===== src/rtl/icache_dm_pkg.sv =====
// ============================================================================
// Module : icache_dm_pkg
// Brief  : Shared types and constants for the direct-mapped instruction cache.
// Rev    : 1.0
// ============================================================================
`default_nettype none

package icache_dm_pkg;

  localparam int ICACHE_SETS   = 16;
  localparam int ICACHE_WORD_W = 32;
  localparam int ICACHE_IDX_W  = $clog2(ICACHE_SETS);
  localparam int ICACHE_TAG_W  = ICACHE_WORD_W - ICACHE_IDX_W - 2;

  typedef struct packed {
    logic [ICACHE_TAG_W-1:0] tag;
    logic [ICACHE_IDX_W-1:0] idx;
    logic [1:0]              bytoff;
  } icachef_t;

  typedef struct packed {
    logic                     valid;
    logic [ICACHE_TAG_W-1:0]  tag;
    logic [ICACHE_WORD_W-1:0] data;
  } icache_frame_t;

  typedef enum logic [0:0] {
    IDLE  = 1'b0,
    FETCH = 1'b1
  } icache_state_t;

  // Performance counters stick at all-ones instead of wrapping.
  function automatic logic [31:0] sat_inc(input logic [31:0] v);
    return (v == 32'hFFFF_FFFF) ? v : v + 32'd1;
  endfunction

endpackage

`default_nettype wire


===== src/rtl/icache_dm_if.sv =====
// ============================================================================
// Module : icache_dm_if
// Brief  : Datapath fetch port, memory read port and counters of the I-cache.
// Rev    : 1.0
// ============================================================================
`default_nettype none

interface icache_dm_if
  import icache_dm_pkg::*;
#(
  parameter int WORD_W = ICACHE_WORD_W
) ();

  logic              imemREN;
  logic [WORD_W-1:0] imemaddr;
  logic              ihit;
  logic [WORD_W-1:0] imemload;
  logic              flush;
  logic              iREN;
  logic [WORD_W-1:0] iaddr;
  logic [WORD_W-1:0] iload;
  logic              iwait;
  logic [31:0]       hit_cnt;
  logic [31:0]       miss_cnt;

  modport master (
    output imemREN, imemaddr, flush, iload, iwait,
    input  ihit, imemload, iREN, iaddr, hit_cnt, miss_cnt
  );

  modport slave (
    input  imemREN, imemaddr, flush, iload, iwait,
    output ihit, imemload, iREN, iaddr, hit_cnt, miss_cnt
  );

endinterface

`default_nettype wire


===== src/rtl/icache_dm.sv =====
// ============================================================================
// Module : icache_dm
// Brief  : Direct-mapped read-only instruction cache, 0-cycle hits, one-word fills.
// Rev    : 1.0
// ============================================================================
`default_nettype none

module icache_dm
  import icache_dm_pkg::*;
#(
  parameter int SETS   = ICACHE_SETS,
  parameter int WORD_W = ICACHE_WORD_W
) (
  input  logic       CLK,
  input  logic       RST,
  icache_dm_if.slave bus
);

  localparam int IDX_W = $clog2(SETS);
  localparam int TAG_W = WORD_W - IDX_W - 2;

  icache_state_t     state;
  icache_state_t     state_next;
  logic [SETS-1:0]   valid;
  logic [TAG_W-1:0]  tags [SETS];
  logic [WORD_W-1:0] data [SETS];
  logic [WORD_W-1:0] miss_addr;
  logic [31:0]       hit_cnt;
  logic [31:0]       miss_cnt;

  logic [IDX_W-1:0]  req_idx;
  logic [TAG_W-1:0]  req_tag;
  logic [IDX_W-1:0]  fill_idx;
  logic [TAG_W-1:0]  fill_tag;
  logic              lookup_hit;
  logic              hit;
  logic              miss;
  logic              fill;
  logic              unused_bytoff;

  assign req_idx       = bus.imemaddr[IDX_W+1:2];
  assign req_tag       = bus.imemaddr[WORD_W-1:IDX_W+2];
  assign fill_idx      = miss_addr[IDX_W+1:2];
  assign fill_tag      = miss_addr[WORD_W-1:IDX_W+2];
  assign unused_bytoff = ^bus.imemaddr[1:0];

  assign bus.hit_cnt   = hit_cnt;
  assign bus.miss_cnt  = miss_cnt;

  always_comb begin
    lookup_hit   = 1'b0;
    hit          = 1'b0;
    miss         = 1'b0;
    fill         = 1'b0;
    state_next   = state;
    bus.ihit     = 1'b0;
    bus.imemload = '0;
    bus.iREN     = 1'b0;
    bus.iaddr    = '0;

    case (state)
      IDLE: begin
        lookup_hit = bus.imemREN && valid[req_idx] && (tags[req_idx] == req_tag);
        hit        = lookup_hit && !bus.flush;
        miss       = bus.imemREN && !lookup_hit && !bus.flush;
        if (hit) begin
          bus.ihit     = 1'b1;
          bus.imemload = data[req_idx];
        end
        if (miss) begin
          state_next = FETCH;
        end
      end
      FETCH: begin
        bus.iREN  = 1'b1;
        bus.iaddr = miss_addr;
        // A flush arriving with the data abandons the fill.
        fill      = !bus.iwait && !bus.flush;
        if (!bus.iwait) begin
          state_next = IDLE;
        end
      end
      default: state_next = IDLE;
    endcase

    if (bus.flush) begin
      state_next = IDLE;
    end
  end

  always_ff @(posedge CLK) begin
    if (RST) begin
      state     <= IDLE;
      valid     <= '0;
      miss_addr <= '0;
      hit_cnt   <= '0;
      miss_cnt  <= '0;
    end else begin
      state <= state_next;
      if (bus.flush) begin
        valid <= '0;
      end else if (fill) begin
        valid[fill_idx] <= 1'b1;
      end
      if (miss) begin
        miss_addr <= {bus.imemaddr[WORD_W-1:2], 2'b00};
        miss_cnt  <= sat_inc(miss_cnt);
      end
      if (hit) begin
        hit_cnt <= sat_inc(hit_cnt);
      end
    end
  end

  // Tag and data need no reset: they are only observed behind the valid bit.
  always_ff @(posedge CLK) begin
    if (fill && !RST) begin
      tags[fill_idx] <= fill_tag;
      data[fill_idx] <= bus.iload;
    end
  end

endmodule

`default_nettype wire

===== src/flat_wrapper.sv =====
// flat-port wrapper written by rule: the top's interface ports become plain ports
module icache_dm_flat import icache_dm_pkg::*;
#(
  parameter int SETS   = ICACHE_SETS,
  parameter int WORD_W = ICACHE_WORD_W
)
  (CLK, RST, bus_imemREN, bus_imemaddr, bus_flush, bus_iload, bus_iwait, bus_ihit, bus_imemload, bus_iREN, bus_iaddr, bus_hit_cnt, bus_miss_cnt);
  icache_dm_if #(.WORD_W(WORD_W)) bus_i ();
  input  logic CLK;
  input  logic RST;
  input wire logic [$bits(bus_i.imemREN)-1:0] bus_imemREN;
  input wire logic [$bits(bus_i.imemaddr)-1:0] bus_imemaddr;
  input wire logic [$bits(bus_i.flush)-1:0] bus_flush;
  input wire logic [$bits(bus_i.iload)-1:0] bus_iload;
  input wire logic [$bits(bus_i.iwait)-1:0] bus_iwait;
  output wire logic [$bits(bus_i.ihit)-1:0] bus_ihit;
  output wire logic [$bits(bus_i.imemload)-1:0] bus_imemload;
  output wire logic [$bits(bus_i.iREN)-1:0] bus_iREN;
  output wire logic [$bits(bus_i.iaddr)-1:0] bus_iaddr;
  output wire logic [$bits(bus_i.hit_cnt)-1:0] bus_hit_cnt;
  output wire logic [$bits(bus_i.miss_cnt)-1:0] bus_miss_cnt;
  assign bus_i.imemREN = bus_imemREN;
  assign bus_i.imemaddr = bus_imemaddr;
  assign bus_i.flush = bus_flush;
  assign bus_i.iload = bus_iload;
  assign bus_i.iwait = bus_iwait;
  assign bus_ihit = bus_i.ihit;
  assign bus_imemload = bus_i.imemload;
  assign bus_iREN = bus_i.iREN;
  assign bus_iaddr = bus_i.iaddr;
  assign bus_hit_cnt = bus_i.hit_cnt;
  assign bus_miss_cnt = bus_i.miss_cnt;
  icache_dm #(.SETS(SETS), .WORD_W(WORD_W)) u_core (.CLK(CLK), .RST(RST), .bus(bus_i));
endmodule

===== config.mk =====
export PLATFORM = sky130hd
export DESIGN_NAME = icache_dm_flat
export DESIGN_NICKNAME = d
export VERILOG_FILES = /design/src/rtl/icache_dm_pkg.sv /design/src/rtl/icache_dm_if.sv /design/src/rtl/icache_dm.sv /design/src/flat_wrapper.sv
export SDC_FILE = /design/constraint.sdc
export NUM_CORES = 1
export LEC_CHECK = 0
export ABC_AREA = 1
export BUFFER_PORTS_ARGS = -buffer_cell sky130_fd_sc_hd__buf_2
export CORE_MARGIN = 2
export CORE_UTILIZATION = 50
export CTS_CLUSTER_SIZE = 24
export DETAILED_ROUTE_END_ITERATION = 7
export PLACE_DENSITY = 0.7
export SKIP_LAST_GASP = 1
export SLEW_MARGIN = 20
export SYNTH_ARGS = -nofsm -noshare
export SYNTH_HDL_FRONTEND = slang
export SYNTH_SLANG_ARGS = --single-unit

===== constraint.sdc =====
create_clock -name CLK -period 8.5 [get_ports CLK]
set_input_delay 1.7 -clock CLK [delete_from_list [all_inputs] [get_ports CLK]]
set_output_delay 1.7 -clock CLK [all_outputs]
set_load 0.05 [all_outputs]

# Yosys cells after proc, flatten, opt, wreduce, memory -nomap -nowiden

Memory sizes are Yosys's and may differ from the RTL's.
Cells that the tools add are included.

Logic and storage cells: 52
RAM bits: 928
Memories kept: 2
Input port bits: 69
Output and inout bits: 130
Bits in registers: 111

Bitwise gates (word level): 4
Multiplexer cells: 18
Eq/ne operators: 3
Add/sub/neg operators: 2
Reductions and logical operators: 15
$lt $le $gt $ge: 3

Memory list:

| memory      | depth | width | rd ports | clocked after Yosys merged registers in | wr ports | RTL line        | source |
|---|---|---|---|---|---|---|---|
| u_core.data | 16    | 32    | 1        | 0                                       | 1        | icache_dm.sv:26 | `logic [WORD_W-1:0] data [SETS];` |
| u_core.tags | 16    | 26    | 1        | 0                                       | 1        | icache_dm.sv:25 | `logic [TAG_W-1:0] tags [SETS];` |

Operator list:

| operator                                                           | count |
|---|---|
| 2-to-1 mux 32 bit                                                  | 3 |
| adder 32 x 1 -> 32 bit (second input constant)                     | 2 |
| == test 32 bit (second input constant)                             | 2 |
| == test 26 bit                                                     | 1 |
| OR 16 bit                                                          | 1 |
| 2-to-1 mux 1 bit                                                   | 12 |
| less-than comparator 4 x 5 -> 1 bit (second input constant)        | 2 |
| logical AND 1 bit                                                  | 8 |
| binary-select mux 1 bit (select 4 bit)                             | 1 |
| demux 1 bit (select 4 bit)                                         | 1 |
| greater-or-equal comparator 4 x 1 -> 1 bit (second input constant) | 1 |
| logical NOT 1 bit                                                  | 4 |
| AND reduction 2 bit                                                | 2 |
| NOT 1 bit                                                          | 3 |
| case mux 1 bit (2 select lines)                                    | 1 |
| OR reduction 2 bit                                                 | 1 |

# Depth between registers and ports, before layout

Word-level depth: 9
Gate-level depth with buffers: 24
Gate-level depth less buffers: 20

# Worst setup path after synthesis

OpenSTA, ideal clock, no wires.

Path kind: in2reg
Start: in bus_flush
End: mem u_core.data[12][0] in the netlist's numbering (enable)
Required time: 7883 ps
Arrival: 7753 ps
Path slack: 130 ps
Setup time: 617 ps
Path buffers: 0
Stages: 5
Cells stage by stage: inv_1 > nand2_1 > nor2_1 > nand2_1 > nor4_1

Word-level cells in the longest chain between the ends: 6

Ends and longest elaborated chain:

| element                                | RTL line           | source |
|---|---|---|
| start, declared                        | flat_wrapper.sv:13 | `input wire logic [$bits(bus_i.flush)-1:0] bus_flush;` |
| logical NOT 1 bit                      | icache_dm.sv:78    | `fill = !bus.iwait && !bus.flush;` |
| logical AND 1 bit                      | icache_dm.sv:78    |  |
| 2-to-1 mux 1 bit                       | icache_dm.sv:61    | `case (state)` |
| logical AND 1 bit                      | icache_dm.sv:117   | `if (fill && !RST) begin` |
| 2-to-1 mux 1 bit                       | icache_dm.sv:117   |  |
| 2-to-1 mux 1 bit (implied by the code) | icache_dm.sv:119   | `data[fill_idx] <= bus.iload;` |
| end, declared                          | icache_dm.sv:26    |  |

No other way between the ends.

# Worst setup path after layout

Start: in bus_imemaddr[2]
End: out bus_imemload[25]

Word-level cells in the longest chain between the ends: 7
Elaborated cells on any way between the ends: 10
Classes of those cells: 1 x eq/ne; 4 x mux; 3 x reduce/logical; 2 x memory

Ends and longest elaborated chain:

| element                                                                           | RTL line           | source |
|---|---|---|
| start, declared                                                                   | flat_wrapper.sv:12 | `input wire logic [$bits(bus_i.imemaddr)-1:0] bus_imemaddr;` |
| parallel branches: the longest is 5 deep, another holds memory read (16 x 26 bit) | --                 |  |
| 2-to-1 mux 32 bit *                                                               | icache_dm.sv:66    | `if (hit) begin` |
| 2-to-1 mux 32 bit *                                                               | icache_dm.sv:61    |  |
| end, declared                                                                     | flat_wrapper.sv:17 | `output wire logic [$bits(bus_i.imemload)-1:0] bus_imemload;` |

Mark *: on every way between the ends. The select of a mux whose other input is x is not followed.

==> out/qor.yml <==
global_routing:
  grt_usage_pct: 24.9
  overflow: 0
  antenna_found_initial: 9
  grt_pass1_vias: 28900
  grt_max_degree: 217
  grt_pass1_wl_mm: 170
synth:
  ys_types: 36
  syn_area_per_cell_um2: 10.7
  yosys_warnings: 0
  synth-seq-cells: 1039
  syn_area_um2: 43600
  synth_cells: 4067
  ys_seq_area_share_pct: 68.9
placement:
  placed_cells: 5231
  port_buffers: 194
  gp_congestion: 0.873
  hpwlAfterDp_mm: 58.3
power_and_ir_drop:
  power.total_mw: 10.7
  cellPowerDensity_nw_per_um2: 217
  ir_drop_mv: 0.230
  leakage_nw: 18.8
setup_path:
  critPathMaxFanout: 98
  cp_slowest_cell: "buf_8"
  cp_data_required_time_ns: 6.80
  crit_path_end_kind: "output port"
  start_kind: "primary input"
  crit_top_cell: "nand2_1"
  path_cells: "buf_8, inv_12, buf_4, nand2_1, nand2_1, nand2_1, nand3_1, nand3_1, nand2_1, nand2_1, nand2_1, nor2_1, nand2_1, nor2_1, nand2_1, nor2_2, nand2_2, buf_4, a21oi_1, buf_2"
  critPathBufInv: 5
  critPathMaxStageDelay_ns: 0.46
  crit_family: "buffers and inverters"
  critPathKind: "in2out"
  cp.arrival_ns: 5.77
clock_network:
  post_cts_resized: 0
  cts_tree: "built"
  cts.sinks: 1039
  cts.path.max_buffers: 3
  postCtsSetupBuffers: 0
  cts-hold-fix-buffers: 0
  cts-htree-levels: 3
  clk_latency_ns: 0.69
  cts_buffers: 104
  root_buffer: "clkbuf_16"
  path_clk_slew_ns: 0.06
sta:
  worst_slew_pin_slew_ns: 1.21
  hold_viol: 0
  rsz0062_at_grt: "no"
  max_slew_margin_pct: 19.5
  fin_setup_tns_ns: 0
  fmax_ghz: 0.134
  finalCriticalPeriod_ns: 7.47
  period_share_pct: 87.9
  setup_viol: 0
  timing.hold.ws_ns: 0.459
  slew_viol_final: 0
  skew_ns: 0.0398
flow_run:
  maxCapViolCount: 0
routing:
  viasPerCell: 5.67
  routed_wl_mm: 113
  wl_per_cell_um: 20.9
  num_vias: 30800
  drtAntennaViolNets: 0
  drt_pass1_iterations: 6
  drt_iter0_drc: 3221
  drc: 0
cells_and_area:
  final_cell_mix: "nand2_1 (1,112), edfxtp_1 (928), inv_1 (339)"
  drive_above_1_share_pct: 9.79
  final_common_cell: "nand2_1"
  area_growth_pct: 12.4
  nets: 4254
  final_cells: 5430
floorplanning:
  coreArea_um2: 86600
  dieHeight_um: 299
  initial_core_util_pct: 50.4
  die_w_um: 299
  io_pins: 199
  dieArea_um2: 89700
  core.rowCount: 108
run_status:
  status: "completed"
worst_hold_path:
  worstHoldPathType: "reg2reg"
-- through the flow --
step                setup WS (ns)  cell area, um^2  utilization (%)
floorplan                   0.130            43600                -
global placement             1.21            45600             52.7
detailed placement           1.21            45600             52.7
CTS                          1.20            49000             56.6
global route                0.819            49000             56.6
finish                       1.03            49000             56.6
-- cells in the mapped netlist, drive strengths merged --
| master | n | area (um^2) |
|---|---|---|
| nor2 | 262 | 988 |
| buf | 108 | 578 |
| nand3b | 1 | 7.51 |
| inv | 344 | 1290 |
| o211ai | 20 | 150 |
| a31oi | 5 | 31.3 |
| nand2 | 1113 | 4180 |
| edfxtp | 928 | 27900 |
| dfxtp | 111 | 2220 |
| ha | 2 | 25.0 |
| nor3b | 2 | 15.0 |
| o21ai | 151 | 756 |
| xnor2 | 3 | 26.3 |
| a211oi | 5 | 47.5 |
| nor4 | 12 | 75.1 |
| nand4 | 41 | 257 |
| clkbuf | 135 | 507 |
| xor2 | 6 | 52.6 |
| a221oi | 123 | 1080 |
| nand3 | 334 | 1670 |
| nor3 | 32 | 160 |
| nor4b | 1 | 8.76 |
| or2 | 4 | 25.0 |
| a21oi | 323 | 1620 |
| conb | 1 | 3.75 |
-- state kept, by name, summed over array words and instances (netlist names) --
register             count
u_core.bus.miss_cnt     32
u_core.data            512
u_core.bus.hit_cnt      32
u_core.miss_addr        30
u_core.state             1
u_core.tags            416
u_core.valid            16
-- final cells by class --
| type | instances | area [um^2] |
|---|---|---|
| sequential | 1039 | 30100 |
| clock buffer | 155 | 2940 |
| multi-input combinational | 2442 | 11300 |
| tap | 1155 | 1450 |
| antenna | 6 | 15.0 |
| inverter | 344 | 1320 |
| clock inverter | 37 | 438 |
| timing repair buffer | 252 | 1510 |
| fill | 7096 | 37600 |
-- power breakdown --
part	total, mW	switching, mW	internal (mW)	leakage [nW]
combinational	0.535	0.391	0.143	7.65
clock	4.50	1.89	2.61	1.62
sequential	5.62	0.0466	5.58	9.51
-- worst min-delay path: stages (launching register included) --
cell and delay [ns]:
dfxtp_1 0.30, inv_1 0.06, a21oi_1 0.06
-- final timing paths --
check                           cells after the start                     startpoint  slack [ns]                             to
worst min register to register                      2  u_core.valid[10]$_SDFFE_PP0P_        0.46  u_core.valid[10]$_SDFFE_PP0P_
worst min-delay path                                2  u_core.valid[10]$_SDFFE_PP0P_        0.46  u_core.valid[10]$_SDFFE_PP0P_
worst max register to register                      5        u_core.state$_SDFF_PP0_        4.59    u_core.data[8][7]$_DFFE_PP_
worst max-delay path                               20                bus_imemaddr[2]        1.03               bus_imemload[25]
-- routing by layer --
layer | global-route usage [%] | up-vias | part of all wire (%)
met2 | 40.5 | 1371 | 48
met3 | 3.59 | 215 | 8.6
li1 | - | 14300 | -
met4 | 8.99 | 8 | 2.9
met5 | 0 | - | 0.041
met1 | 34.2 | 14800 | 41
-- cells by family after synthesis --
family / after synthesis / synth area share [%]
AOI/OAI and AO/OA: 627 / 8.43
xor gates and xnor gates: 9 / 0.181
adders and majority gates: 2 / 0.0573
buffers and inverters: 587 / 5.45
DFF: 1039 / 68.9
other: 1 / 0.00859
and+or+nand+nor: 1802 / 16.9
Note: power is estimated with default switching activity, not from simulation.
